**src/rtl/pipe_elastic_reg_pkg.sv**
```systemverilog
// Shared pipeline types: per-stage payload structs and elastic-register defaults.
// Stage boundaries pass $bits(<stage>_t) as WIDTH and cast the flat payload back.
package pipe_elastic_reg_pkg;

    localparam int PIPE_DEPTH_DEFAULT = 2;
    localparam int PIPE_ZERO_BUBBLE   = 1;

    typedef enum logic [1:0] {
        WB_NONE = 2'd0,
        WB_ALU  = 2'd1,
        WB_MEM  = 2'd2,
        WB_PC4  = 2'd3
    } wb_sel_e;

    typedef struct packed {
        logic [31:0] pc;
        logic [31:0] instr;
    } fetch_t;

    typedef struct packed {
        logic [31:0] pc;
        logic [4:0]  rd;
        logic [31:0] rs1_val;
        logic [31:0] rs2_val;
        logic [31:0] imm;
        logic [3:0]  alu_op;
        wb_sel_e     wb_sel;
    } decode_t;

    typedef struct packed {
        logic [31:0] pc;
        logic [4:0]  rd;
        logic [31:0] alu_res;
        logic [31:0] store_val;
        logic        mem_rd;
        logic        mem_wr;
        wb_sel_e     wb_sel;
    } execute_t;

    typedef struct packed {
        logic [4:0]  rd;
        logic [31:0] result;
        wb_sel_e     wb_sel;
    } memory_t;

    typedef struct packed {
        logic [4:0]  rd;
        logic [31:0] wdata;
        logic        we;
    } writeback_t;

    // Storage depth must be a power of two so the pointers wrap naturally.
    function automatic logic is_pow2_depth(input int depth);
        is_pow2_depth = (depth >= 2) && ((depth & (depth - 1)) == 0);
    endfunction

endpackage

```
**src/rtl/pipe_elastic_reg_chk.sv**
```systemverilog
// Simulation-only consistency checks on the elastic register's occupancy state.
module pipe_elastic_reg_chk
    import pipe_elastic_reg_pkg::*;
#(
    parameter int DEPTH = PIPE_DEPTH_DEFAULT
) (
    input logic                     clk,
    input logic                     rst_n,
    input logic [$clog2(DEPTH)-1:0] wr_ptr,
    input logic [$clog2(DEPTH)-1:0] rd_ptr,
    input logic [$clog2(DEPTH):0]   count
);

    localparam int                 AW       = $clog2(DEPTH);
    localparam logic [AW:0]        FULL     = (AW + 1)'(DEPTH);
    localparam logic               DEPTH_OK = is_pow2_depth(DEPTH);

    a_depth_pow2: assert property (@(posedge clk) DEPTH_OK);

    a_count_bound: assert property (@(posedge clk) disable iff (!rst_n)
        count <= FULL);

    // Equal pointers are ambiguous: occupancy must then be either empty or full.
    a_count_ptrs: assert property (@(posedge clk) disable iff (!rst_n)
        (count[AW-1:0] == AW'(wr_ptr - rd_ptr)) &&
        ((wr_ptr != rd_ptr) || (count == {(AW + 1){1'b0}}) || (count == FULL)));

endmodule

```
**src/rtl/pipe_elastic_reg.sv**
```systemverilog
// Elastic pipeline register: valid/ready handshake, DEPTH-entry skid storage,
// synchronous flush, optional zeroed bubbles. No combinational in->out path.
module pipe_elastic_reg
    import pipe_elastic_reg_pkg::*;
#(
    parameter int WIDTH       = 64,
    parameter int DEPTH       = PIPE_DEPTH_DEFAULT,
    parameter int ZERO_BUBBLE = PIPE_ZERO_BUBBLE
) (
    input  logic                   CLK,
    input  logic                   nRST,
    input  logic                   flush,
    input  logic                   in_valid,
    input  logic [WIDTH-1:0]       in_data,
    output logic                   in_ready,
    output logic                   out_valid,
    output logic [WIDTH-1:0]       out_data,
    input  logic                   out_ready,
    output logic [$clog2(DEPTH):0] count
);

    localparam int          AW   = $clog2(DEPTH);
    localparam logic [AW:0] FULL = (AW + 1)'(DEPTH);

    logic [WIDTH-1:0] mem_q [DEPTH];
    logic [AW-1:0]    wr_ptr_q, wr_ptr_d;
    logic [AW-1:0]    rd_ptr_q, rd_ptr_d;
    logic [AW:0]      count_q, count_d;
    logic             in_ready_s, out_valid_s, push_s, pop_s;

    assign in_ready_s  = (count_q != FULL);
    assign out_valid_s = (count_q != {(AW + 1){1'b0}});
    assign push_s      = in_valid & in_ready_s;
    assign pop_s       = out_valid_s & out_ready;

    assign in_ready  = in_ready_s;
    assign out_valid = out_valid_s;
    assign count     = count_q;

    // Next-state for pointers and occupancy; flush wins over any handshake.
    always_comb begin
        wr_ptr_d = wr_ptr_q;
        rd_ptr_d = rd_ptr_q;
        count_d  = count_q;
        if (flush) begin
            wr_ptr_d = {AW{1'b0}};
            rd_ptr_d = {AW{1'b0}};
            count_d  = {(AW + 1){1'b0}};
        end else begin
            if (push_s) begin
                wr_ptr_d = wr_ptr_q + AW'(1);
            end else begin
                wr_ptr_d = wr_ptr_q;
            end
            if (pop_s) begin
                rd_ptr_d = rd_ptr_q + AW'(1);
            end else begin
                rd_ptr_d = rd_ptr_q;
            end
            case ({push_s, pop_s})
                2'b10:   count_d = count_q + (AW + 1)'(1);
                2'b01:   count_d = count_q - (AW + 1)'(1);
                default: count_d = count_q;
            endcase
        end
    end

    // Occupancy and pointer state, cleared asynchronously.
    always_ff @(posedge CLK or negedge nRST) begin
        if (!nRST) begin
            wr_ptr_q <= {AW{1'b0}};
            rd_ptr_q <= {AW{1'b0}};
            count_q  <= {(AW + 1){1'b0}};
        end else begin
            wr_ptr_q <= wr_ptr_d;
            rd_ptr_q <= rd_ptr_d;
            count_q  <= count_d;
        end
    end

    // Payload storage; contents deliberately survive reset and flush.
    always_ff @(posedge CLK) begin
        if (push_s && !flush) begin
            mem_q[wr_ptr_q] <= in_data;
        end
    end

    // Head presentation; bubbles read as zero when ZERO_BUBBLE is set.
    always_comb begin
        out_data = mem_q[rd_ptr_q];
        if (out_valid_s || (ZERO_BUBBLE == 0)) begin
            out_data = mem_q[rd_ptr_q];
        end else begin
            out_data = {WIDTH{1'b0}};
        end
    end

    pipe_elastic_reg_chk #(
        .DEPTH (DEPTH)
    ) u_chk (
        .clk    (CLK),
        .rst_n  (nRST),
        .wr_ptr (wr_ptr_q),
        .rd_ptr (rd_ptr_q),
        .count  (count_q)
    );

endmodule

```
**config.mk**
```make
export PLATFORM = sky130hd
export DESIGN_NAME = pipe_elastic_reg
export DESIGN_NICKNAME = d
export VERILOG_FILES = /design/src/rtl/pipe_elastic_reg_pkg.sv /design/src/rtl/pipe_elastic_reg_chk.sv /design/src/rtl/pipe_elastic_reg.sv
export SDC_FILE = /design/constraint.sdc
export NUM_CORES = 1
export LEC_CHECK = 0
export ABC_CLOCK_PERIOD_IN_PS = 17170
export BUFFER_PORTS_ARGS = -buffer_cell sky130_fd_sc_hd__clkbuf_2
export CAP_MARGIN = 20
export CORE_MARGIN = 2
export CORE_UTILIZATION = 30
export DETAILED_ROUTE_END_ITERATION = 10
export SKIP_CTS_REPAIR_TIMING = 1
export SLEW_MARGIN = 40
export SYNTH_ARGS = -nofsm -noshare
export SYNTH_HDL_FRONTEND = slang
export SYNTH_HIERARCHICAL = 1
export SYNTH_SLANG_ARGS = --single-unit
```
**constraint.sdc**
```tcl
create_clock -name CLK -period 17.17 [get_ports CLK]
set_input_delay 5.151 -clock CLK [delete_from_list [all_inputs] [get_ports CLK]]
set_output_delay 5.151 -clock CLK [all_outputs]
set_load 0.05 [all_outputs]
```
-- Word level (Yosys, flattened, before mapping)
Memories as Yosys holds them, arrays and structs flattened.
Cells that the tools add are included.
- bits in registers: 4
- RAM bits: 128
- bits of input ports: 69
- output and inout bits: 68
- memories kept: 1
- $add $sub $neg: 4
- equality and inequality tests: 3
- muxes and demuxes: 9
- bitwise gates (word level): 2
- reductions and logical operators: 6
- memory list (name ; words ; width ; read ports ; clocked after memory_dff ; wr ports ; line ; text):
    mem_q ; 2 ; 64 ; 1 ; 0 ; 1 ; pipe_elastic_reg.sv:25 ; logic [WIDTH-1:0] mem_q [DEPTH];
- operator list (kind ; count):
    64-bit 2-to-1 mux ; 1
    1-bit 2-to-1 mux ; 6
    2-bit nonzero test ; 3
    2-bit one-hot mux with 2 select lines ; 1
    3-bit nonzero test ; 1
    1-bit adder (second input constant) ; 2
    2-bit by 1-bit adder with 2-bit output (second input constant) ; 1
    1-bit AND ; 2
    2-bit by 1-bit == test with 1-bit output (second input constant) ; 1
    2-bit == test (second input constant) ; 1
    2-bit 2-to-1 mux ; 1
    2-bit != test (second input constant) ; 1
    2-bit by 1-bit subtractor with 2-bit output (second input constant) ; 1
    1-bit logical AND ; 1
    1-bit zero test ; 1

-- Longest topological paths before layout
Gate-level depths: netlist of the first run.
- word-level depth: 5
- gate-level depth with buffers: 4

-- Worst setup path before layout of the first run
No wires, ideal clock.
- path kind: input port to flip-flop
- start point: in in_valid
- end point: mem mem_q[1][0] (enable)
- setup time: 0.578 ns
- data arrival time: 9.909 ns
- setup slack: 6.683 ns
- stages on the path: 2
- path buffers: 0
- cell sequence: nand2_1 -> nor3b_1
- cells in the longest elaborated chain, start to end: 4
- ends and longest elaborated chain (item ; line ; text):
    start: declaration ; pipe_elastic_reg.sv:13 ; input logic in_valid,
    1-bit AND ; pipe_elastic_reg.sv:33 ; assign push_s = in_valid & in_ready_s;
    1-bit logical AND ; pipe_elastic_reg.sv:83 ; if (push_s && !flush) begin
    1-bit 2-to-1 mux ; pipe_elastic_reg.sv:83 ;
    1-bit 2-to-1 mux (implied by the code) ; pipe_elastic_reg.sv:84 ; mem_q[wr_ptr_q] <= in_data;
    end: declaration ; pipe_elastic_reg.sv:25 ;
Every way passes these cells.

-- Final worst setup path of the first run
- start point: reg count_q[0], in the netlist count[0]
- end point: out out_data[39]
- cells in the longest elaborated chain, start to end: 2
- ends and longest elaborated chain (item ; line ; text):
    start: declaration ; pipe_elastic_reg.sv:28 ; logic [AW:0] count_q, count_d;
    start signal: assignment ; pipe_elastic_reg.sv:73 ; count_q <= {(AW + 1){1'b0}};
    start signal: assignment ; pipe_elastic_reg.sv:77 ; count_q <= count_d;
    2-bit nonzero test ; pipe_elastic_reg.sv:32 ; assign out_valid_s = (count_q != {(AW + 1){1'b0}});
    64-bit 2-to-1 mux ; pipe_elastic_reg.sv:91 ; if (out_valid_s || (ZERO_BUBBLE == 0)) begin
    end: declaration ; pipe_elastic_reg.sv:17 ; output logic [WIDTH-1:0] out_data,
Every way passes these cells.

==> results of run 1 <==
-- worst reg2reg max path: stages (launching register included) --
cell and delay [ns]:
dfrtp_1 0.47, nor2b_2 0.21, inv_2 0.08, nand2_1 0.09, nor3b_2 0.21, buf_4 0.47
-- per-layer routing --
layer | up-vias | global-route usage, % | routed length, um
met5 | - | 0 | 0
met4 | 0 | 4.96 | 152
met3 | 10 | 4.11 | 463
met2 | 83 | 19.6 | 5130
met1 | 1437 | 13.6 | 4240
li1 | 1394 | - | -
-- worst paths after layout --
check                               endpoint  slack [ns]  cells past startpoint
worst max-delay path            out_data[39]        9.94                      4
worst min-delay path                wr_ptr_q        0.60                      2
worst max register to register  mem_q[1][24]       15.24                      5
worst min register to register      wr_ptr_q        0.60                      2
max in group asynchronous           rd_ptr_q       12.47                      1
min in group asynchronous           rd_ptr_q        4.55                      1
-- cell families (layout without fill, tap and decap cells) --
family,after synthesis,count (layout),share of synthesized area (%)
buffers and inverters,17,175,1.89
XOR/XNOR,1,1,0.174
AND/OR/NAND/NOR,74,74,5.95
multiplexers,65,65,12.9
flip-flops,132,132,78.2
AO/OA/AOI/OAI,8,8,0.893
-- through the flow --
step                      setup slack, ns  util [%]
after CTS                            9.88      39.4
after global routing                 9.81      39.4
after detailed placement            10.32      36.4
final                                9.94      39.4
after floorplan                      6.68         -
after global placement              10.06      36.2
-- power breakdown --
group	internal, mW	total [mW]	switching (mW)
clock network	0.193	0.313	0.120
registers	0.367	0.372	0.00444
logic	0.0295	0.110	0.0808
-- flip-flops by register name, indices dropped and copies added (netlist names) --
| register | flops |
|---|---|
| mem_q | 128 |
| rd_ptr_q | 1 |
| count | 2 |
| wr_ptr_q | 1 |
-- layout make-up --
type / count / area [sq um]
Timing Repair Buffer: 143 / 758
Fill cell: 1584 / 10000
Clock inverter: 9 / 66.3
Multi-Input combinational cell: 148 / 1020
Clock buffer: 20 / 437
Tap cell: 220 / 275
Inverter: 3 / 11.3
Sequential cell: 132 / 3950
-- cells in the final DEF (no fill, tap or decap), drive strengths merged --
cell type / n
a21oi: 4
edfxtp: 128
bufinv: 1
nor3: 1
o21ai: 2
o211ai: 1
a21o: 1
xor2: 1
buf: 7
nor3b: 2
nand2: 1
inv: 3
nor2b: 1
clkinvlp: 1
mux2i: 65
clkinv: 7
nor2: 66
or3: 1
clkbuf: 156
or2: 1
nand3b: 1
dfrtp: 4
==> flow_summary.ini, run 1 <==
[sta]
hold_slack_ns = 0.600
rsz0062_at_grt = false
slew_violations = 0
final-setup-viol-count = 0
period_minus_slack_ns = 7.23
fmax_mhz = 138
hold_violations = 0
slew_headroom_pct = 50.9
tightest_slew_ns = 0.736
clock-skew-final_ns = 0.00939
tns_ns = 0
fin_crit_sh_pct = 42.1

[route]
via_per_inst = 4.33
drc = 0
drt-initial-drc-count = 130
drtPass1Iterations = 4
wl_um = 9980
ant_nets = 0
vias = 2924
wl_per_cell_um = 14.8

[logic_synthesis]
synth_area_leaders = edfxtp_1, mux2i_1, nor2_1
netlist.area_leader.share_pct = 76.2
async_flop_share_pct = 3.03
ys_seq_elements = 132
yosysTopAreaCell = edfxtp_1
yosys_most_used_dff = edfxtp_1
yosysUniqueCellTypes = 21
synth_common_cells = edfxtp_1, nor2_1, mux2i_1
synth-edff-count = 128
ys_warn_count = 6
synth_most_common_cell = edfxtp_1
yosysSeqAreaShare_pct = 78.2
syn_area_sq_um = 5040
syn_inst = 297
syn_nets = 366
synth_area_per_cell_sq_um = 17.0

[placed_design]
hpwlAfterDp_um = 6390
dpl_cell_area_sq_um = 6010
place_inst = 646
gp_congestion = 0.653
io_buffers = 136

[setup_path]
crit_family = buffers and inverters
r2r-start = count[1]
critPathCaptureType = output pin
crit_type = reg2out
arrival_ns = 2.08
max_stage_delay_ns = 0.58
crit_buf_inv = 2
start_kind = register
worstPathRequired_ns = 12.02
crit_fanout = 65
path_cells = nor2_4 -> buf_4 -> nor2_1 -> clkbuf_2
critPathSlowestCell = buf_4
crit_start = count[0]

[floorplanning]
die_h_um = 134
core-area_sq_um = 16500
rows = 47
start_util_pct = 30.5
die_x_um = 134
io_pins = 137
dieArea_sq_um = 17900

[cts]
cts_tree = built
htreeDepth = 4
cts_made_buffers = 17
path_clk_slew_ns = 0.05
clkLatencyLatePin_ns = 0.41
clock_sinks = 132
clockBufferDepth = 2
root_buffer = clkbuf_16

[global_route]
antenna_found_initial = 0
grt_pass1_wl_um = 15700
grt_max_degree = 66
grt.total_usage_pct = 11.6
grt_pass1_vias = 3054
overflow = 0

[hold_path]
holdCritPathClass = reg2reg
min-delay-start = wr_ptr_q

[power_and_ir_drop]
power_leakage_nw = 2.44
p_per_area_nw_per_um2 = 122
total_power_mw = 0.795
ir_worst_vdd_mv = 0.0581

[run_status]
status = finished clean

[final_layout]
nets = 514
fin_cells = 675
final_layout_size_suffix_gt1_share_pct = 37.6
final_cell_area_sq_um = 6520
num_antenna_cells = 0
syn_to_final_growth_pct = 29.2

[run]
max_cap_viol_count = 0
Note: power is estimated with default switching activity, not from simulation.
==> run 2, diff against run 1 <==
--- a/config.mk
+++ b/config.mk
@@ -5,7 +5,7 @@
 export SDC_FILE = /design/constraint.sdc
 export NUM_CORES = 1
 export LEC_CHECK = 0
-export ABC_CLOCK_PERIOD_IN_PS = 17170
+export ABC_CLOCK_PERIOD_IN_PS = 6950
 export BUFFER_PORTS_ARGS = -buffer_cell sky130_fd_sc_hd__clkbuf_2
 export CAP_MARGIN = 20
 export CORE_MARGIN = 2
==> constraint.sdc (replaced) <==
create_clock -name CLK -period 6.95 [get_ports CLK]
set_input_delay 2.085 -clock CLK [delete_from_list [all_inputs] [get_ports CLK]]
set_output_delay 2.085 -clock CLK [all_outputs]
set_load 0.05 [all_outputs]
==> run 2 against run 1 <==
  * Non-clock buffer count decreased by 2
  * Highest routed layer unchanged
  * Critical endpoint is now out_data[30]
  * Critical path type unchanged
  * Clock power rose to 2.9 times the previous value
  * Critical path depth stayed put
  * Hold slack improved by 0.035 ns
==> flow_summary.ini, run 2 (synthesis gave the netlist of run 1 again) <==
[run_status]
status = finished clean

[cts]
path_clk_slew_ns = 0.06
htreeDepth = 4
cts_tree = built
cts_made_buffers = 17
clock_sinks = 132
root_buffer = clkbuf_16
clkLatencyLatePin_ns = 0.41
clockBufferDepth = 2

[sta]
fin_crit_sh_pct = 59.3
rsz0062_at_grt = false
final-setup-viol-count = 0
tns_ns = 0
slew_headroom_pct = 52.2
period_minus_slack_ns = 4.12
hold_violations = 0
slew_violations = 0
tightest_slew_ns = 0.717
fmax_mhz = 243
clock-skew-final_ns = 0.00668

[global_route]
grt_pass1_wl_um = 15300
grt_max_degree = 66
overflow = 0
grt.total_usage_pct = 11.5
grt_pass1_vias = 3054
antenna_found_initial = 0

[floorplanning]
core-area_sq_um = 16500
die_h_um = 134
rows = 47
io_pins = 137
dieArea_sq_um = 17900
start_util_pct = 30.5
die_x_um = 134

[setup_path]
r2r-start = count[1]
crit_type = reg2out
crit_buf_inv = 2
arrival_ns = 2.04
crit_fanout = 65
crit_family = buffers and inverters
r2r_end = mem_q[1][22]
start_kind = register
ff2ff_path_depth = 5
r2r_slack_ns = 4.87
critPathSlowestCell = buf_4
critPathCaptureType = output pin
worstPathRequired_ns = 4.87
max_stage_delay_ns = 0.57
path_cells = nor2_4 -> buf_4 -> nor2_1 -> clkbuf_2

[final_layout]
num_antenna_cells = 0
largest_register_ffs = 128
final_layout_size_suffix_gt1_share_pct = 37.9
syn_to_final_growth_pct = 31.2
top_register = mem_q
nets = 512
nFillCells = 1561
mostFrequentLayoutCells = clkbuf_2, edfxtp_1, mux2i_1, nor2_1, clkbuf_16
reg.largest.list = mem_q (128), count (2)
final_common_cell = clkbuf_2

[route]
ant_nets = 0
wl_met1_um = 4050
wl_met3_um = 553
drtPass1Iterations = 4
dr.max_layer_used = met4
wl_per_cell_um = 14.7
drt-initial-drc-count = 146
wl_um = 9910
via_per_inst = 4.33
wl_met2_um = 5150
drc = 0
vias = 2929

[power_and_ir_drop]
ir_worst_vdd_mv = 0.146
power_leakage_nw = 2.47
p_per_area_nw_per_um2 = 317
total_power_mw = 2.10

[hold_path]
holdCritPathClass = reg2reg
whs_path_depth = 2
min-delay-start = wr_ptr_q
hold_end = wr_ptr_q

[placed_design]
io_buffers = 136
gp_congestion = 0.691
hpwlAfterDp_um = 6230

[run]
max_cap_viol_count = 0
-- run 2: cell count changes in the layout (fill, tap and decap cells not counted), sizes merged --
cell,before,now
bufinv,1,4
buf,7,5
clkbuf,156,155
clkinvlp,1,2
-- run 2: layout make-up --
cell class / count / area, sq um / share of cell area, %
Multi-Input combinational cell: 148 / 1030 / 15.6
Tap cell: 220 / 275 / 4.16
Timing Repair Buffer: 141 / 751 / 11.3
Clock inverter: 13 / 164 / 2.48
Inverter: 3 / 11.3 / 0.170
Sequential cell: 132 / 3950 / 59.7
Clock buffer: 19 / 433 / 6.54
-- run 2: worst max path at each step --
stage	start	to	slack, ns	cells past startpoint
floorplan	in_valid	mem_q[1][0]	1.77	2
global route	count[0]	out_data[38]	2.68	4
finish	count[0]	out_data[30]	2.83	4
CTS	count[0]	out_data[38]	2.79	4
detailed placement	count[0]	out_data[38]	3.23	4
global placement	rd_ptr_q	out_data[49]	2.98	3
-- run 2: per-stage QoR --
step                      hold slack, ns  util, %  instance area (sq um)  setup WS (ns)  std cells
final                              0.635     40.0                   6620           2.83        676
after floorplan                    0.542        -                   5050           1.77        297
after global placement             0.605     36.1                   5970           2.98        642
after global routing               0.695     40.0                   6620           2.68        676
after CTS                          0.642     40.0                   6620           2.79        676
after detailed placement           0.631     36.4                   6020           3.23        644
-- run 2: routing by layer --
layer	track usage [%]	vias up
li1	-	1394
met1	12.3	1431
met2	20.2	91
met3	4.30	13
met4	5.02	0
met5	0	-
-- run 2: where the power goes --
part           internal (mW)  total [mW]  switching [mW]
clock network          0.592       0.905           0.313
registers              0.907       0.920          0.0127
logic                 0.0731       0.271           0.198
total                   1.57        2.10           0.524
-- run 2: worst register-to-register path: cells and delay by family (launching register included) --
family / cells / cell delay, ns
flip-flops: 1 / 0.46
AND/OR/NAND/NOR: 3 / 0.60
buffers and inverters: 2 / 0.61
